==> src/rtl/mem_port_arbiter_pkg.sv <==
// Shared definitions for the memory port arbiter.
// Holds the arbiter state encodings and the default values of the
// TIMEOUT and STARVE_MAX parameters used by the core.
package mem_port_arbiter_pkg;

  typedef enum logic [1:0] {
    ST_IDLE    = 2'b00,
    ST_BUSY_IF = 2'b01,
    ST_BUSY_D  = 2'b10
  } arb_state_e;

  // Cycles a memory transaction may wait for mem_ack before it is aborted.
  localparam int TIMEOUT_DEFAULT    = 16;
  // Consecutive data grants allowed while a fetch is waiting.
  localparam int STARVE_MAX_DEFAULT = 3;

  // A fetch always reads a full word.
  localparam logic [3:0] FETCH_BE = 4'b1111;

endpackage

==> src/rtl/arb_watchdog.sv <==
// Transaction watchdog for the memory port arbiter.
// Ports:
//   clk, reset : clock and asynchronous active-high reset
//   clear      : forces the count back to zero (held while the port is idle)
//   enable     : counts one cycle of waiting for mem_ack
//   expired    : high while the count sits at TIMEOUT-1
module arb_watchdog #(
  parameter int TIMEOUT = 16
) (
  input  logic clk,
  input  logic reset,
  input  logic clear,
  input  logic enable,
  output logic expired
);

  localparam int W = (TIMEOUT > 2) ? $clog2(TIMEOUT) : 1;
  localparam logic [W-1:0] LAST = W'(TIMEOUT - 1);

  logic [W-1:0] cnt_q, cnt_d;

  // Saturates at LAST so a stalled enable can never wrap back to zero.
  always_comb begin
    cnt_d = cnt_q;
    if (clear) begin
      cnt_d = '0;
    end else if (enable && (cnt_q != LAST)) begin
      cnt_d = cnt_q + 1'b1;
    end
  end

  always_ff @(posedge clk or posedge reset) begin
    if (reset) begin
      cnt_q <= '0;
    end else begin
      cnt_q <= cnt_d;
    end
  end

  assign expired = (cnt_q == LAST);

endmodule

==> src/rtl/mem_port_arbiter.sv <==
// Arbiter sharing one memory port between an instruction-fetch requester
// and a load/store requester.
// Ports:
//   clk, reset          : clock and asynchronous active-high reset
//   if_req/if_addr      : fetch request; if_ready/if_rdata complete it
//   d_req/d_we/d_be/
//   d_addr/d_wdata      : data request; d_ready/d_rdata complete it
//   mem_req/mem_we/mem_be/mem_addr/mem_wdata : registered memory port
//   mem_rdata/mem_ack   : memory read data and completion
//   bus_err             : sticky flag, set when a transaction times out
// Data wins simultaneous requests, except that after STARVE_MAX consecutive
// data grants with a fetch waiting the fetch is granted.
module mem_port_arbiter
  import mem_port_arbiter_pkg::*;
#(
  parameter int TIMEOUT    = TIMEOUT_DEFAULT,
  parameter int STARVE_MAX = STARVE_MAX_DEFAULT
) (
  input  logic        clk,
  input  logic        reset,
  input  logic        if_req,
  input  logic [31:0] if_addr,
  output logic        if_ready,
  output logic [31:0] if_rdata,
  input  logic        d_req,
  input  logic        d_we,
  input  logic [3:0]  d_be,
  input  logic [31:0] d_addr,
  input  logic [31:0] d_wdata,
  output logic        d_ready,
  output logic [31:0] d_rdata,
  output logic        mem_req,
  output logic        mem_we,
  output logic [3:0]  mem_be,
  output logic [31:0] mem_addr,
  output logic [31:0] mem_wdata,
  input  logic [31:0] mem_rdata,
  input  logic        mem_ack,
  output logic        bus_err
);

  // starve_cnt is 2 bits wide, so STARVE_MAX must stay within 0..3.
  localparam logic [1:0] STARVE_LIM = 2'(STARVE_MAX);

  arb_state_e  state_q, state_d;
  logic        mem_req_q, mem_req_d;
  logic        mem_we_q, mem_we_d;
  logic [3:0]  mem_be_q, mem_be_d;
  logic [31:0] mem_addr_q, mem_addr_d;
  logic [31:0] mem_wdata_q, mem_wdata_d;
  logic [1:0]  starve_cnt_q, starve_cnt_d;
  logic        bus_err_q, bus_err_d;

  logic busy;
  logic wd_expired;
  logic finish;
  logic grant_data;

  assign busy   = (state_q != ST_IDLE);
  // Ack takes priority over an expiry landing in the same cycle.
  assign finish = busy && (mem_ack || wd_expired);

  // Counter runs only while waiting; it is held at zero in IDLE, which also
  // clears it on every grant.
  arb_watchdog #(
    .TIMEOUT (TIMEOUT)
  ) u_watchdog (
    .clk     (clk),
    .reset   (reset),
    .clear   (!busy),
    .enable  (busy && !mem_ack),
    .expired (wd_expired)
  );

  assign grant_data = d_req && !(if_req && (starve_cnt_q == STARVE_LIM));

  always_comb begin
    state_d      = state_q;
    mem_req_d    = mem_req_q;
    mem_we_d     = mem_we_q;
    mem_be_d     = mem_be_q;
    mem_addr_d   = mem_addr_q;
    mem_wdata_d  = mem_wdata_q;
    starve_cnt_d = starve_cnt_q;
    bus_err_d    = bus_err_q;
    case (state_q)
      ST_IDLE: begin
        if (grant_data) begin
          state_d     = ST_BUSY_D;
          mem_req_d   = 1'b1;
          mem_we_d    = d_we;
          mem_be_d    = d_be;
          mem_addr_d  = d_addr;
          mem_wdata_d = d_wdata;
          if (if_req && (starve_cnt_q != STARVE_LIM)) begin
            starve_cnt_d = starve_cnt_q + 2'd1;
          end
        end else if (if_req) begin
          state_d      = ST_BUSY_IF;
          mem_req_d    = 1'b1;
          mem_we_d     = 1'b0;
          mem_be_d     = FETCH_BE;
          mem_addr_d   = if_addr;
          mem_wdata_d  = '0;
          starve_cnt_d = '0;
        end
      end
      ST_BUSY_IF, ST_BUSY_D: begin
        if (finish) begin
          state_d   = ST_IDLE;
          mem_req_d = 1'b0;
          if (!mem_ack) begin
            bus_err_d = 1'b1;
          end
        end
      end
      default: begin
        state_d   = ST_IDLE;
        mem_req_d = 1'b0;
      end
    endcase
  end

  always_ff @(posedge clk or posedge reset) begin
    if (reset) begin
      state_q      <= ST_IDLE;
      mem_req_q    <= 1'b0;
      mem_we_q     <= 1'b0;
      mem_be_q     <= '0;
      mem_addr_q   <= '0;
      mem_wdata_q  <= '0;
      starve_cnt_q <= '0;
      bus_err_q    <= 1'b0;
    end else begin
      state_q      <= state_d;
      mem_req_q    <= mem_req_d;
      mem_we_q     <= mem_we_d;
      mem_be_q     <= mem_be_d;
      mem_addr_q   <= mem_addr_d;
      mem_wdata_q  <= mem_wdata_d;
      starve_cnt_q <= starve_cnt_d;
      bus_err_q    <= bus_err_d;
    end
  end

  assign mem_req   = mem_req_q;
  assign mem_we    = mem_we_q;
  assign mem_be    = mem_be_q;
  assign mem_addr  = mem_addr_q;
  assign mem_wdata = mem_wdata_q;
  assign bus_err   = bus_err_q;

  // Ready pulses are combinational in the completing cycle; a timeout
  // completes with zero data.
  assign if_ready = finish && (state_q == ST_BUSY_IF);
  assign d_ready  = finish && (state_q == ST_BUSY_D);
  assign if_rdata = (if_ready && mem_ack) ? mem_rdata : '0;
  assign d_rdata  = (d_ready && mem_ack) ? mem_rdata : '0;

endmodule

==> config.mk <==
export PLATFORM = sky130hd
export DESIGN_NAME = mem_port_arbiter
export DESIGN_NICKNAME = d
export VERILOG_FILES = /design/src/rtl/mem_port_arbiter_pkg.sv /design/src/rtl/arb_watchdog.sv /design/src/rtl/mem_port_arbiter.sv
export SDC_FILE = /design/constraint.sdc
export NUM_CORES = 1
export LEC_CHECK = 0
export ABC_AREA = 1
export BUFFER_PORTS_ARGS = -buffer_cell sky130_fd_sc_hd__buf_2
export CAP_MARGIN = 20
export CORE_MARGIN = 5
export CORE_UTILIZATION = 38
export CTS_CLUSTER_DIAMETER = 150
export DETAILED_ROUTE_END_ITERATION = 6
export PLACE_DENSITY = 0.81
export SYNTH_ARGS = -nofsm -noshare
export SYNTH_HDL_FRONTEND = slang
export SYNTH_SLANG_ARGS = --single-unit
==> constraint.sdc <==
create_clock -name clk -period 2.7 [get_ports clk]
set_input_delay 0.675 -clock clk [delete_from_list [all_inputs] [get_ports clk]]
set_output_delay 0.675 -clock clk [all_outputs]
set_load 0.02 [all_outputs]
==> out/qor.txt <==
Worst reg-to-reg setup slack: 0.81 ns
Wl on met1: 4.54 mm
Top Metal Used: met4
Area grow syn2layout: 40.9%
Fin Clk Skew: 0.00861 ns
Initial Utilization: 0.390
Final setup fails: 0
Seq cells post-synth: 79
Die Ht: 113 um
Max cap viols: 0
Number of cell rows: 37
Crit path capture type: output pin
Top cells by area, synth: dfrtp_1 49%, nand2_1 21%, nor2_1 7.4%
Clock Latency Late Sink: 0.34 ns
Final worst path period share: 0.931
Vias in the first global route: 4253
Iteration-0 DRC Markers: 146
I/O Pins: 275
Unrepaired setup endpoints after global routing: false
Final hold violation count: 0
Int Power: 2.97 mW
Switch Pwr: 2.54 mW
Worst EP arrival: 1.84 ns
Seq pwr share: 0.369
RePlAce Congestion: 1.02
First-pass GRT wire length: 19.7 mm
P_leak: 3.65 nW
Total gr overflow: 0
H-tree lvl count: 3
Critical R2R Capture: mem_wdata[18]
Clk sinks: 79
Max clock buf depth: 2
Die Wd: 113 um
Switch share: 0.461
Detail Route Antenna Nets: 0
Fin area: 5670 um^2
Initial antenna violation count: 4
Setup crit start kind: flip-flop
HPWL Detailed: 10.2 mm
Placed instance area: 5460 um^2
Cell count of the worst reg-to-reg path: 7
Largest area contributor in the netlist: dfrtp_1
Post-layout util: 0.549
Total CTS buffers: 9
Detailed-route via count: 4206
Max-slew violation count: 0
Fmax: 398 MHz
Drt via density: 4.41
Clk pwr share: 0.150
Status: finished, final reports clean
Slew @ Worst Pin: 0.637 ns
Power per cell area: 972 nW/um^2
Post CTS Setup Buffer Count: 0
Worst Path Max Fanout: 32
Mapped Cells: 541
Worst R2R Start: state_q[0]
CTS tree: done
Pin count of the biggest net entering global routing: 66
WL final: 12.5 mm
Maximum VDD drop: 0.000451 V
CTS clk-pin slew, worst paths: 0.09 ns
WL per Instance: 13.1 um
Worst Setup Path Type: flip-flop to output pin
Synth Warn #: 0
Cell variety after synth: 18
Comb pwr share: 0.481
Syn avg cell area: 7.44 um^2
Met3 WL: 1.10 mm
Setup tns final: 0 ns
I/O Buffers: 274
Pre-Repair DR Iteration Count: 4
Worst path required time: 2.03 ns
Slew margin rel.: 0.575
Clk root buf: clkbuf_8
Global Route Usage Sum: 0.192
Placeable Area: 10300 um^2
# DRC: 0
Post-Syn Area: 4020 um^2
HP Class: input port to asynchronous set/reset pin
Syn nets: 684
WL met2: 6.38 mm
Final #Nets: 952
Yosys top cell area share: 0.491
Sequential fraction of the synthesis area: 0.491
Die Area: 12700 um^2
Min cycle time layout: 2.51 ns
Layout cells sized above 1: 0.377
==> metal layers <==
metal  global-route usage  vias up
met1                0.197     1829
met5                    0        -
met4               0.0994        0
li1                     -     2164
met3               0.0529       30
met2                0.353      183
==> cell usage after synthesis, drive strengths merged <==
library cell / count
xor2: 1
o211ai: 32
buf: 26
ha: 5
nand2: 220
o21ai: 1
nor2: 80
o21bai: 1
dfrtp: 79
nand4: 5
a21oi: 1
nand3: 10
inv: 79
clkbuf: 1
==> cells in the final DEF (no fill, tap or decap), types with 7 or more instances in the layout <==
cell type,Yosys,layout
inv_1,76,75
nor2_1,79,79
clkbuf_8,0,10
dfrtp_1,79,79
o211ai_1,32,32
nand3_1,10,10
buf_4,9,7
nand2_1,220,219
buf_2,9,274
==> logic make-up (layout without fill, tap and decap cells) <==
family,after synthesis,count (layout),synth area share
other,0,4,0
AND/OR/NAND/NOR,315,315,0.301
adder cells (fa/ha/maj),5,5,0.0156
flip-flops,79,79,0.491
buffers and inverters,106,379,0.125
XOR/XNOR,1,1,0.00218
AO/OA/AOI/OAI,35,35,0.0650
==> worst max path at each step <==
stage | slack, ns | cells after the start | from | end
2_1_floorplan | 0.002 | 1 | reset | bus_err
3_3_place_gp | 0.46 | 7 | mem_ack | d_rdata[13]
3_5_place_dp | 0.43 | 7 | mem_ack | d_rdata[0]
4_1_cts | 0.1 | 7 | state_q[0] | d_rdata[0]
5_1_grt | 0.02 | 7 | state_q[1] | if_rdata[22]
6_report | 0.19 | 7 | state_q[0] | d_rdata[0]
==> power groups by stage <==
stage / clock network [mW] / registers, mW / logic, mW
2_1_floorplan: 0 / 2.69 / 1.11
5_1_grt: 0.910 / 2.11 / 2.94
3_5_place_dp: 0 / 2.04 / 2.70
3_3_place_gp: 0 / 2.03 / 2.64
4_1_cts: 0.860 / 2.04 / 2.69
6_report: 0.826 / 2.03 / 2.65
==> registers in the layout (all words and copies together) (netlist names) <==
register and cells:
mem_req 1, u_watchdog.cnt_q 4, mem_wdata 32, bus_err 1
mem_be 4, mem_addr 32, mem_we 1, starve_cnt_q 2
state_q 2
==> critical path: stages (launching register included) <==
cell     delay (ns)
dfrtp_1        0.38
inv_1          0.07
ha_1           0.29
inv_4          0.15
nand4_1        0.12
buf_6          0.20
nor2_1         0.12
buf_2          0.18
==> repair_timing <==
| item | 4_1_cts | 5_1_grt |
|---|---|---|
| gates resized for setup | 0 | 3 |
| setup endpoints to repair | 0 | 39 |
| hold buffers | 0 | 0 |
==> layout make-up <==
cell class	count	area, um^2
Antenna cell	4	10.0
Fill cell	1029	4660
Clock buffer	10	138
Sequential cell	79	1980
Inverter	79	300
Multi-Input combinational cell	356	1550
Clock inverter	6	52.6
Timing Repair Buffer	284	1470
Tap cell	136	170
==> metrics by stage <==
step	total power [mW]	worst slack, ns	cells	hold slack (ns)
after floorplan	3.81	0.00162	541	0.453
after global placement	4.67	0.461	934	0.449
after detailed placement	4.74	0.433	934	0.453
after CTS	5.59	0.0954	950	0.390
after global routing	5.96	0.0188	954	0.425
final	5.51	0.185	954	0.379
Power figures use the tool's default switching activity.
